<file path="config.mk">
export PLATFORM = sky130hd
export DESIGN_NAME = i2c_measure_sequencer
export DESIGN_NICKNAME = d
export VERILOG_FILES = /design/src/rtl/i2c_measure_sequencer.sv
export SDC_FILE = /design/constraint.sdc
export NUM_CORES = 1
export LEC_CHECK = 0
export CAP_MARGIN = 20
export CORE_MARGIN = 5
export CORE_UTILIZATION = 35
export CTS_CLUSTER_DIAMETER = 200
export CTS_CLUSTER_SIZE = 12
export DETAILED_ROUTE_END_ITERATION = 10
export PLACE_DENSITY = 0.48
export SYNTH_ARGS = -nofsm -noshare
export SYNTH_HDL_FRONTEND = slang
export SYNTH_SLANG_ARGS = --single-unit
export TNS_END_PERCENT = 20
</file>
<file path="constraint.sdc">
create_clock -name mclk -period 5.5 [get_ports mclk]
set_input_delay 1.1 -clock mclk [delete_from_list [all_inputs] [get_ports mclk]]
set_output_delay 1.1 -clock mclk [all_outputs]
set_load 0.03 [all_outputs]
</file>
<file path="src/rtl/i2c_measure_sequencer.sv">
// i2c_measure_sequencer
// Sweeps the enabled sensor channels. Each channel runs a write that triggers
// a conversion, a timed conversion wait and then a read, with a bounded retry
// when an engine times out. All outputs are registered from the current state,
// so they appear one cycle after the state they decode.
module i2c_measure_sequencer #(
  parameter int N_CH           = 4,
  parameter int CH_W           = 2,
  parameter int CONV_CYCLES    = 1000,
  parameter int CONV_W         = 16,
  parameter int TIMEOUT_CYCLES = 50000,
  parameter int TO_W           = 16,
  parameter int TRIG_CYCLES    = 15,
  parameter int MAX_RETRY      = 2
) (
  input  logic            mclk,
  input  logic            resetG_n,
  input  logic            measure,
  input  logic            cont_mode,
  input  logic [N_CH-1:0] ch_mask,
  input  logic            abort,
  input  logic            donew,
  input  logic            doner,
  output logic            StartW,
  output logic            StartR,
  output logic            sel,
  output logic [CH_W-1:0] ch_sel,
  output logic            exttrig,
  output logic            done,
  output logic            err,
  output logic [N_CH-1:0] err_flags,
  output logic            busy
);

  localparam logic [3:0] IDLE   = 4'd0;
  localparam logic [3:0] SCAN   = 4'd1;
  localparam logic [3:0] WRITE  = 4'd2;
  localparam logic [3:0] WRITEB = 4'd3;
  localparam logic [3:0] CONV   = 4'd4;
  localparam logic [3:0] READ   = 4'd5;
  localparam logic [3:0] READB  = 4'd6;
  localparam logic [3:0] NEXT   = 4'd7;
  localparam logic [3:0] DONE   = 4'd8;

  // The scan pointer needs one extra bit so "past the last channel" is representable.
  localparam int PTR_W  = CH_W + 1;
  localparam int RT_W   = (MAX_RETRY > 0) ? $clog2(MAX_RETRY + 1) : 1;
  localparam int TRIG_W = (TRIG_CYCLES > 1) ? $clog2(TRIG_CYCLES) : 1;

  localparam logic [CONV_W-1:0] CONV_LOAD = CONV_W'(CONV_CYCLES - 1);
  localparam logic [TO_W-1:0]   TO_LAST   = TO_W'(TIMEOUT_CYCLES - 1);
  localparam logic [TRIG_W-1:0] TRIG_LOAD = TRIG_W'(TRIG_CYCLES - 1);
  localparam logic [RT_W-1:0]   RT_MAX    = RT_W'(MAX_RETRY);

  logic [3:0]        state_r;
  logic [3:0]        state_s;
  logic [PTR_W-1:0]  ptr_r;
  logic [N_CH-1:0]   mask_r;
  logic [RT_W-1:0]   retry_r;
  logic [TO_W-1:0]   to_cnt_r;
  logic [CONV_W-1:0] conv_cnt_r;
  logic [TRIG_W-1:0] trig_cnt_r;
  logic              abandon_r;
  logic              found_s;
  logic [CH_W-1:0]   found_idx_s;
  logic              to_hit_s;
  logic              retry_ok_s;
  logic              eng_done_s;

  assign to_hit_s   = (to_cnt_r == TO_LAST);
  assign retry_ok_s = (retry_r < RT_MAX);
  // Only the engine that belongs to the current wait state is listened to.
  assign eng_done_s = ((state_r == WRITEB) && donew) || ((state_r == READB) && doner);

  // Lowest enabled channel at or above the scan pointer (descending loop keeps the lowest).
  always_comb begin
    found_s     = 1'b0;
    found_idx_s = '0;
    for (int i = N_CH - 1; i >= 0; i--) begin
      if (mask_r[i] && (PTR_W'(i) >= ptr_r)) begin
        found_s     = 1'b1;
        found_idx_s = CH_W'(i);
      end else begin
        found_idx_s = found_idx_s;
      end
    end
  end

  // Next-state decision; abort overrides everything and measure is then ignored.
  always_comb begin
    state_s = state_r;
    if (abort) begin
      state_s = IDLE;
    end else begin
      case (state_r)
        IDLE:   if (measure) state_s = SCAN; else state_s = IDLE;
        SCAN:   if (found_s) state_s = WRITE; else state_s = DONE;
        WRITE:  state_s = WRITEB;
        WRITEB, READB: begin
          if (eng_done_s) begin
            if (state_r == WRITEB) state_s = CONV; else state_s = NEXT;
          end else if (to_hit_s) begin
            if (retry_ok_s) state_s = WRITE; else state_s = NEXT;
          end else begin
            state_s = state_r;
          end
        end
        CONV:   if (conv_cnt_r == '0) state_s = READ; else state_s = CONV;
        READ:   state_s = READB;
        NEXT:   state_s = SCAN;
        DONE:   if (cont_mode) state_s = SCAN; else state_s = IDLE;
        default: state_s = IDLE;
      endcase
    end
  end

  // State register plus sweep bookkeeping: mask latch, pointer, counters, error flags.
  always_ff @(posedge mclk or negedge resetG_n) begin
    if (!resetG_n) begin
      state_r    <= IDLE;
      ptr_r      <= '0;
      mask_r     <= '0;
      retry_r    <= '0;
      to_cnt_r   <= '0;
      conv_cnt_r <= '0;
      abandon_r  <= 1'b0;
      ch_sel     <= '0;
      err_flags  <= '0;
    end else begin
      state_r <= state_s;
      if (!abort) begin
        case (state_r)
          IDLE: begin
            if (measure) begin
              mask_r    <= ch_mask;
              err_flags <= '0;
              ptr_r     <= '0;
            end
          end
          SCAN: begin
            abandon_r <= 1'b0;
            retry_r   <= '0;
            if (found_s) ch_sel <= found_idx_s;
          end
          WRITE, READ: to_cnt_r <= '0;
          WRITEB, READB: begin
            if (eng_done_s) begin
              conv_cnt_r <= CONV_LOAD;
            end else if (to_hit_s) begin
              if (retry_ok_s) begin
                retry_r <= retry_r + RT_W'(1);
              end else begin
                err_flags[ch_sel] <= 1'b1;
                abandon_r         <= 1'b1;
              end
            end else begin
              to_cnt_r <= to_cnt_r + TO_W'(1);
            end
          end
          CONV: if (conv_cnt_r != '0) conv_cnt_r <= conv_cnt_r - CONV_W'(1);
          NEXT: ptr_r <= PTR_W'(ch_sel) + PTR_W'(1);
          DONE: begin
            if (cont_mode) begin
              mask_r    <= ch_mask;
              err_flags <= '0;
              ptr_r     <= '0;
            end
          end
          default: begin
          end
        endcase
      end
    end
  end

  // Registered Moore outputs and the exttrig pulse stretcher (restarts on every READ).
  always_ff @(posedge mclk or negedge resetG_n) begin
    if (!resetG_n) begin
      StartW     <= 1'b0;
      StartR     <= 1'b0;
      sel        <= 1'b0;
      done       <= 1'b0;
      err        <= 1'b0;
      busy       <= 1'b0;
      exttrig    <= 1'b0;
      trig_cnt_r <= '0;
    end else if (abort) begin
      StartW     <= 1'b0;
      StartR     <= 1'b0;
      sel        <= 1'b0;
      done       <= 1'b0;
      err        <= 1'b0;
      busy       <= 1'b0;
      exttrig    <= 1'b0;
      trig_cnt_r <= '0;
    end else begin
      StartW <= (state_r == WRITE);
      StartR <= (state_r == READ);
      sel    <= (state_r == READ) || (state_r == READB);
      done   <= (state_r == DONE);
      err    <= (state_r == NEXT) && abandon_r;
      busy   <= (state_r != IDLE);
      if (state_r == READ) begin
        trig_cnt_r <= TRIG_LOAD;
        exttrig    <= 1'b1;
      end else if (trig_cnt_r != '0) begin
        trig_cnt_r <= trig_cnt_r - TRIG_W'(1);
        exttrig    <= 1'b1;
      end else begin
        exttrig    <= 1'b0;
      end
    end
  end

endmodule

</file>
# ---- Word level (Yosys, flattened, before mapping)
# Cells that the tools add are included.
dict set report word_totals {
  input_bits 11
  register_bits 63
  elab_cells 140
}
dict set report classes {
  muxes 58
  n_eq_ne 19
  n_reduce_logical 32
  bitwise_logic 2
  add_sub_neg 5
  n_lt_le_gt_ge 7
}
# op count
set ops {}
lappend ops {{$mux 16} 4}
lappend ops {{$pmux 16 s2} 2}
lappend ops {{$mux 4} 14}
lappend ops {{$pmux 4 s8} 1}
lappend ops {{$mux 1} 20}
lappend ops {{$ne 2x2->1 const B} 9}
lappend ops {{$add 16x1->16 const B} 1}
lappend ops {{$eq 16x16->1 const B} 1}
lappend ops {{$eq 4x3->1 const B} 4}
lappend ops {{$logic_not 16->1} 1}
lappend ops {{$mux 2} 8}
lappend ops {{$reduce_and 4->1} 4}
lappend ops {{$reduce_bool 16->1} 1}
lappend ops {{$sub 16x1->16 const B} 1}
lappend ops {{$pmux 4 s3} 1}
lappend ops {{$reduce_and 5->1} 2}
lappend ops {{$mux 3} 3}
lappend ops {{$pmux 3 s3} 1}
lappend ops {{$reduce_bool 3->1} 3}
lappend ops {{$eq 4x2->1 const B} 2}
lappend ops {{$logic_and 1x1->1} 8}
lappend ops {{$pmux 4 s2} 1}
lappend ops {{$reduce_bool 2->1} 4}
lappend ops {{$reduce_bool 4->1} 2}
lappend ops {{other kinds (21)} 25}

# ---- Depth between registers and ports, before layout
# Gate-level depths: netlist of run 1.
dict set report depth {
  ltp_word 9
  depth_mapped 8
  depth_no_buf 7
}

# ---- Worst setup path after synthesis of run 1
# OpenSTA, ideal clock, no wires.
dict set report synth_path {
  path_kind {input to register}
  from {in abort}
  to {reg ch_sel[0]}
  path_slack_ns 3.180
  arrival_time_ns 2.240
  path_buffers 2
  required_time_ns 5.421
  cell_stages 6
  cell_sequence {or2_1 > clkbuf_1 > or3_1 > clkbuf_1 > a21oi_1 > mux2i_1}
}
dict set report synth_between {
  elab_chain_len 2
}
# item line_no
set synth_lines {}
lappend synth_lines {{start: declaration} 21} ;# input logic abort,
lappend synth_lines {{$not 1->1 (no line)} n/a}
lappend synth_lines {{$reduce_and 3->1 (no line)} n/a}
lappend synth_lines {{end signal: assignment} 143} ;# if (found_s) ch_sel <= found_idx_s;
lappend synth_lines {{end: declaration} 27} ;# output logic [CH_W-1:0] ch_sel,
# No other way between the ends.
# A chain may end at the register's enable or synchronous reset.

# ---- Final worst setup path of run 1
dict set report layout_path {
  from {in abort}
  to {reg to_cnt_r[0]}
}
dict set report layout_between {
  elab_chain_len 2
}
# item line_no
set layout_lines {}
lappend layout_lines {{$not 1->1 (no line)} n/a}
lappend layout_lines {{$reduce_and 4->1 (no line)} n/a}
lappend layout_lines {{end signal: assignment} 157} ;# to_cnt_r <= to_cnt_r + TO_W'(1);
lappend layout_lines {{end: declaration} 60} ;# logic [TO_W-1:0] to_cnt_r;
# No other way between the ends.

==> results.toml, run 1 <==
[status]
status = "finished clean"

[drt]
initialDrtViolationCount = 83
detail_route.wirelength.met1_um = 4056
drtPass1Iterations = 5
wl_met2_um = 3368
ant_nets = 0
totalWireLength_um = 7746
top_layer = "met4"
detail_route.wl_per_cell_um = 14.95
dr_wl_met3_um = 196
routed_vias = 2685
post_drt_via_cell_ratio = 5.183
drt_drc_violations_left = 0

[power_and_ir_drop]
clockPowerShare_pct = 32.9
power_per_cell_area_mw_per_mm2 = 344.8
share_seq_of_total_power_pct = 43.0
netSwitchingFraction_pct = 31.52
power.switching_uw = 441.8
power.combinational.fraction_pct = 24.1
totalPowerFinal_mw = 1.402
irDropWorstVdd_mv = 0.1303
intPower_uw = 959.7
leakage_power_figure_nw = 1.659

[clock_network]
tritoncts.num_buffers = 9
clkLatencyLatePin_ns = 0.34
postCtsSetupRepairBufs = 0
cts_htree_levels = 3
cts_resized = 0
clockRootBuffer = "sky130_fd_sc_hd__clkbuf_8"
clock_path_buffers = 2
cts_hold_repair.buffers = 0
cts_sinks = 63
path_clk_slew_ns = 0.07
tritoncts_clock_tree = "yes"

[worst_setup_path]
worstPathRequired_ns = 5.72
reg2reg_depth = 5
critPathCaptureType = "register"
max_stage_delay_ns = 0.76
crit_chain = "clkdlybuf4s50_1 -> or2_1 -> nor2_1 -> nor2_1 -> mux2_2"
timing.critical_path.from_type = "input port"
ff2ff_setup_slack_ns = 2.99
critical_path.reg2reg.endpoint = "to_cnt_r[0]"
critPathArrivalTime_ns = 3.41
critical_path.most_common_cell = "sky130_fd_sc_hd__nor2_1"
criticalPathCategory = "input port to register"
path_max_fanout = 15
critPathSlowestCell = "sky130_fd_sc_hd__nor2_1"
worst_r2r_startpoint = "state_r[0]"

[cells_and_area]
area.sequential_mm2 = 0.001577
area_delta_synth_final_pct = 15.17
diodes = 0
finalNetCount = 400
drive_above_1_share_pct = 9.870
layout.filler_cells = 1015
multi_input_area_mm2 = 0.001828

[logic_synthesis]
adder_and_majority_gate_portion_of_the_synthesized_area_pct = 3.190
yosysWarnings = 0
ys_seq_elements = 63
seq_area_frac_synth_pct = 44.67
synth.lib_cells_used.distinct = 59
synth_top_cells_by_area = "sky130_fd_sc_hd__dfrtp_1, sky130_fd_sc_hd__xnor2_1, sky130_fd_sc_hd__nor2_1, sky130_fd_sc_hd__nand2_1, sky130_fd_sc_hd__ha_1"
synth_enable_flop_cells = 0
synth-compound-area-share_pct = 10.24
synth-async-reset-ratio_pct = 100.0
post_synth_and_or_nand_nor_area_fraction_pct = 29.60
mean_instance_size_in_the_synthesized_netlist_um2 = 9.750
synth_xor_xnor_area_share_pct = 6.700
dominantRegCellSynth = "sky130_fd_sc_hd__dfrtp_1"
synth.top_cell.area_share_pct = 44.67
post_synth_inst_count = 362
synth.area.mux_share_pct = 2.056
post_synth_instance_area_mm2 = 0.003530
synth.largest_area_cell = "sky130_fd_sc_hd__dfrtp_1"
dominant_combinational_cell_family_by_area_after_synthesis = "simple AND/OR/NAND/NOR gates"
synth.net_count = 382

[global_route]
grt_first_pass_wirelength_um = 13290
grt.total_usage_pct = 13.11
grt_max_degree = 64
via_count_of_the_first_global_routing_pass = 2601
grt_overflow_total = 0
grt_antenna_before_repair = 0

[floorplan]
fp.dieArea_mm2 = 0.01219
core_area_mm2 = 0.009819
num_rows = 36
top_level_ports = 24
fp.dieH_um = 110.4
fp.dieW_um = 110.4
start_util_pct = 35.95

[sta]
fin_setup_tns_ns = 0
worst_pin_slew_ns = 0.9520
worst_hold_slack_ns = 0.4829
timing.clock.skew_ns = 0.01344
timing.final.max_slew_violations = 0
finalSetupViolCount = 0
slew_headroom_pct = 36.30
finalWorstPathRequiredPeriod_ns = 3.195
min_period_over_period_pct = 58.09
maxClockFrequency_mhz = 313.0
final_count_of_hold_timing_violations = 0
grt_setup_unrepaired = "no"

[worst_hold_path]
min_to = "abandon_r"
worst_hold_path_type = "register to register"
worst_hold_path.num_cells = 1
hold_path_startpoint = "abandon_r"

[run]
max_cap_viol_count = 0

[place]
place.gp.congestion = 0.7458
hpwl_um = 5305
port_buffers = 23
==> critical path, delay by kind of cell <==
kind          cells  cell delay, ns
buf+inv           1            0.70
mux               1            0.29
simple gates      3            1.31
==> worst max-delay path by stage <==
stage,to,start,slack [ns]
3_3_place_gp,to_cnt_r[0],abort,1.89
4_1_cts,to_cnt_r[0],abort,2.25
3_5_place_dp,to_cnt_r[0],abort,1.89
6_report,to_cnt_r[0],abort,2.30
2_1_floorplan,ch_sel[0],abort,3.18
5_1_grt,to_cnt_r[0],abort,2.03
==> flip-flops by register name, indices dropped and copies added (netlist names) <==
signal,flops
mask_r,4
busy,1
exttrig,1
StartW,1
conv_cnt_r,16
to_cnt_r,16
ptr_r,3
trig_cnt_r,4
StartR,1
err_flags,4
abandon_r,1
err,1
retry_r,2
done,1
state_r,4
sel,1
ch_sel,2
==> layout by cell type (no fill, tap or decap), drive strengths merged, types with 7 or more instances in the layout <==
cell	n
a21oi	11
clkdlybuf4s50	22
clkbuf	13
ha	9
inv	8
nor4	11
nor2	38
nand2b	7
dfrtp	63
nor3	16
nor3b	10
xnor2	24
o21ai	16
nand3	16
nand2	35
==> per-stage QoR <==
step	worst slack (ns)	cells	util, %	area [um2]
after detailed placement	1.885	502	39.12	3841
after global routing	2.034	518	41.40	4065
final	2.305	518	41.40	4065
after global placement	1.886	502	39.12	3841
after floorplan	3.180	362	-	3530
after CTS	2.249	518	41.40	4065
==> metal layers <==
metal / GRT usage (%) / vias to the layer above
met5: 0 / -
met4: 5.829 / 0
met3: 3.173 / 10
met2: 18.89 / 34
met1: 18.53 / 1322
li1: - / 1319
==> cell usage after synthesis, types with 3 or more instances <==
library cell,number
sky130_fd_sc_hd__mux2i_1,5
sky130_fd_sc_hd__nor4_1,6
sky130_fd_sc_hd__nor2b_1,4
sky130_fd_sc_hd__nor2_1,38
sky130_fd_sc_hd__o21ai_0,13
sky130_fd_sc_hd__nand4_1,5
sky130_fd_sc_hd__xor2_1,3
sky130_fd_sc_hd__a21boi_0,3
sky130_fd_sc_hd__a21oi_1,10
sky130_fd_sc_hd__nand3_1,16
sky130_fd_sc_hd__and3_1,3
sky130_fd_sc_hd__and2_1,4
sky130_fd_sc_hd__dfrtp_1,63
sky130_fd_sc_hd__buf_2,7
sky130_fd_sc_hd__nor3b_1,7
sky130_fd_sc_hd__inv_1,8
sky130_fd_sc_hd__nand2b_1,5
sky130_fd_sc_hd__o31ai_1,3
sky130_fd_sc_hd__ha_1,9
sky130_fd_sc_hd__a22o_1,5
sky130_fd_sc_hd__xnor2_1,24
sky130_fd_sc_hd__or3_1,5
sky130_fd_sc_hd__nand3b_1,3
sky130_fd_sc_hd__nor4_2,4
sky130_fd_sc_hd__nand2_1,35
sky130_fd_sc_hd__nor3_1,14
sky130_fd_sc_hd__o21ai_1,3
sky130_fd_sc_hd__nor4b_1,6
sky130_fd_sc_hd__and4_1,5
sky130_fd_sc_hd__clkbuf_1,7
==> power groups by stage <==
stage | clock network, mW | registers, mW | logic (mW)
6_report | 0.461 | 0.602 | 0.338
5_1_grt | 0.493 | 0.614 | 0.384
4_1_cts | 0.477 | 0.602 | 0.346
3_5_place_dp | 0 | 0.611 | 0.344
3_3_place_gp | 0 | 0.611 | 0.343
2_1_floorplan | 0 | 0.610 | 0.248
==> cell type report <==
class	count	area share [%]
multi-input cells	273	44.97
flip-flops and latches	63	38.78
repair buffers	25	5.909
well taps	133	4.094
clock buffers	13	3.909
clock inverters	3	1.600
inverters	8	0.7387
==> kinds of logic after synthesis <==
logic type / after synthesis
xor+xnor: 27
compound gates: 53
mux: 7
buf+inv: 26
simple gates: 177
fa+ha+maj: 9
flops: 63
Note: power is estimated with default switching activity, not from simulation.
==> run 2: changes to the inputs <==
Clock period 5.5 ns to 3.05 ns, I/O delays scaled along.
==> results.toml, run 2 (same netlist as run 1, synthesis figures left out) <==
[worst_setup_path]
path_max_fanout = 6
worst_r2r_startpoint = "conv_cnt_r[0]"
critical_path.most_common_cell = "sky130_fd_sc_hd__nand3_1"
setup.worst_path.start = "abort"
critPathCapture = "conv_cnt_r[5]"
timing.critical_path.from_type = "input port"
critPathSlowestCell = "sky130_fd_sc_hd__clkdlybuf4s50_1"
reg2reg_depth = 7
worst-path-buf-inv = 1
worstPathRequired_ns = 3.27
max_stage_delay_ns = 0.54
critPathArrivalTime_ns = 2.40
crit_chain = "clkdlybuf4s50_1 -> or3b_1 -> nor3_2 -> nand3_1 -> o31ai_1 -> nand3_1"
cp_top_family = "simple AND/OR/NAND/NOR gates"
critical_path.reg2reg.endpoint = "conv_cnt_r[7]"
criticalPathCategory = "input port to register"
cp_num_cells = 6
critPathCaptureType = "register"
ff2ff_setup_slack_ns = 0.92

[drt]
initialDrtViolationCount = 158
ant_nets = 0
totalWireLength_um = 7842
routed_vias = 2634
post_drt_via_cell_ratio = 5.056
drtPass1Iterations = 4
drt_drc_violations_left = 0
detail_route.wl_per_cell_um = 15.05

[place]
hpwl_um = 5575
place.gp.congestion = 0.8121
port_buffers = 23
pre_cts_ws_ns = 0.5109

[sta]
fin_setup_tns_ns = 0
grt_setup_unrepaired = "no"
maxClockFrequency_mhz = 457.6
finalWorstSetupSlack_ns = 0.8648
slew_headroom_pct = 57.32
finalWorstPathRequiredPeriod_ns = 2.185
timing.clock.skew_ns = 0.009051
worst_pin_slew_ns = 0.6402
min_period_over_period_pct = 71.64
finalSetupViolCount = 0
final_count_of_hold_timing_violations = 0
timing.final.max_slew_violations = 0

[status]
status = "finished clean"

[floorplan]
top_level_ports = 24
start_util_pct = 35.95
num_rows = 36
fp.dieArea_mm2 = 0.01219
core_area_mm2 = 0.009819
fp.dieH_um = 110.4
fp.dieW_um = 110.4

[clock_network]
postCtsSetupRepairBufs = 0
cts_sinks = 63
cts_resized = 0
tritoncts_clock_tree = "yes"
tritoncts.num_buffers = 9
clockRootBuffer = "sky130_fd_sc_hd__clkbuf_8"
clock_path_buffers = 2
path_clk_slew_ns = 0.07
cts_hold_repair.buffers = 0
cts_htree_levels = 3
clkLatencyLatePin_ns = 0.34

[run]
max_cap_viol_count = 0

[cells_and_area]
drive_above_1_share_pct = 10.82
multi_input_area_mm2 = 0.001828
diodes = 0
layout.filler_cells = 1005
final_cell_mix = "sky130_fd_sc_hd__dfrtp_1, sky130_fd_sc_hd__nor2_1, sky130_fd_sc_hd__nand2_1"
layout_top_registers = "conv_cnt_r (16), to_cnt_r (16)"
area.sequential_mm2 = 0.001577
layout.cells.most_common = "sky130_fd_sc_hd__dfrtp_1"
area_delta_synth_final_pct = 14.43
finalNetCount = 403

[global_route]
grt.total_usage_pct = 13.61
grt_overflow_total = 0
via_count_of_the_first_global_routing_pass = 2673
grt_antenna_before_repair = 0
grt_max_degree = 29
grt_first_pass_wirelength_um = 13710

[worst_hold_path]
worst_hold_path_type = "input port to async pin"

[power_and_ir_drop]
power_per_cell_area_mw_per_mm2 = 585.9
leakage_power_figure_nw = 1.657
irDropWorstVdd_mv = 0.2135
## run 2: through the flow
step / hold WS [ns] / utilization, % / instance area, um2 / power (mW) / instances
floorplan: 0.3144 / - / 3530 / 1.546 / 362
CTS: 0.3030 / 41.13 / 4039 / 2.407 / 521
finish: 0.2833 / 41.13 / 4039 / 2.366 / 521
global route: 0.3278 / 41.13 / 4039 / 2.545 / 521
detailed placement: 0.4588 / 39.35 / 3864 / 1.736 / 505
global placement: 0.4715 / 39.35 / 3864 / 1.729 / 505
## run 2: worst min path at each step
stage | startpoint | to | slack (ns) | cells after the start
CTS | resetG_n | conv_cnt_r[11] | 0.30 | 1
global placement | mask_r[0] | mask_r[0] | 0.47 | 2
global route | resetG_n | conv_cnt_r[0] | 0.33 | 1
floorplan | resetG_n | StartR | 0.31 | 0
finish | resetG_n | conv_cnt_r[0] | 0.28 | 1
detailed placement | mask_r[2] | mask_r[2] | 0.46 | 2
## run 2: layout make-up
cell class / instances / share of cell area [%]
Inverter: 8 / 0.7435
Clock buffer: 12 / 3.841
Multi-Input combinational cell: 273 / 45.26
Clock inverter: 4 / 0.4957
Sequential cell: 63 / 39.03
Timing Repair Buffer: 28 / 6.506
Tap cell: 133 / 4.120
## run 2: routing by layer
layer	global-route usage [%]	vias to the layer above	wire, um
li1	-	1328	-
met1	18.82	1248	3953
met2	20.31	49	3452
met3	3.939	9	287
met4	4.680	0	148
met5	0	-	0
## run 2: where the power goes
group / total, mW / internal (mW) / switching, mW
registers: 1.08 / 0.950 / 0.131
clock network: 0.657 / 0.334 / 0.323
logic: 0.629 / 0.282 / 0.346
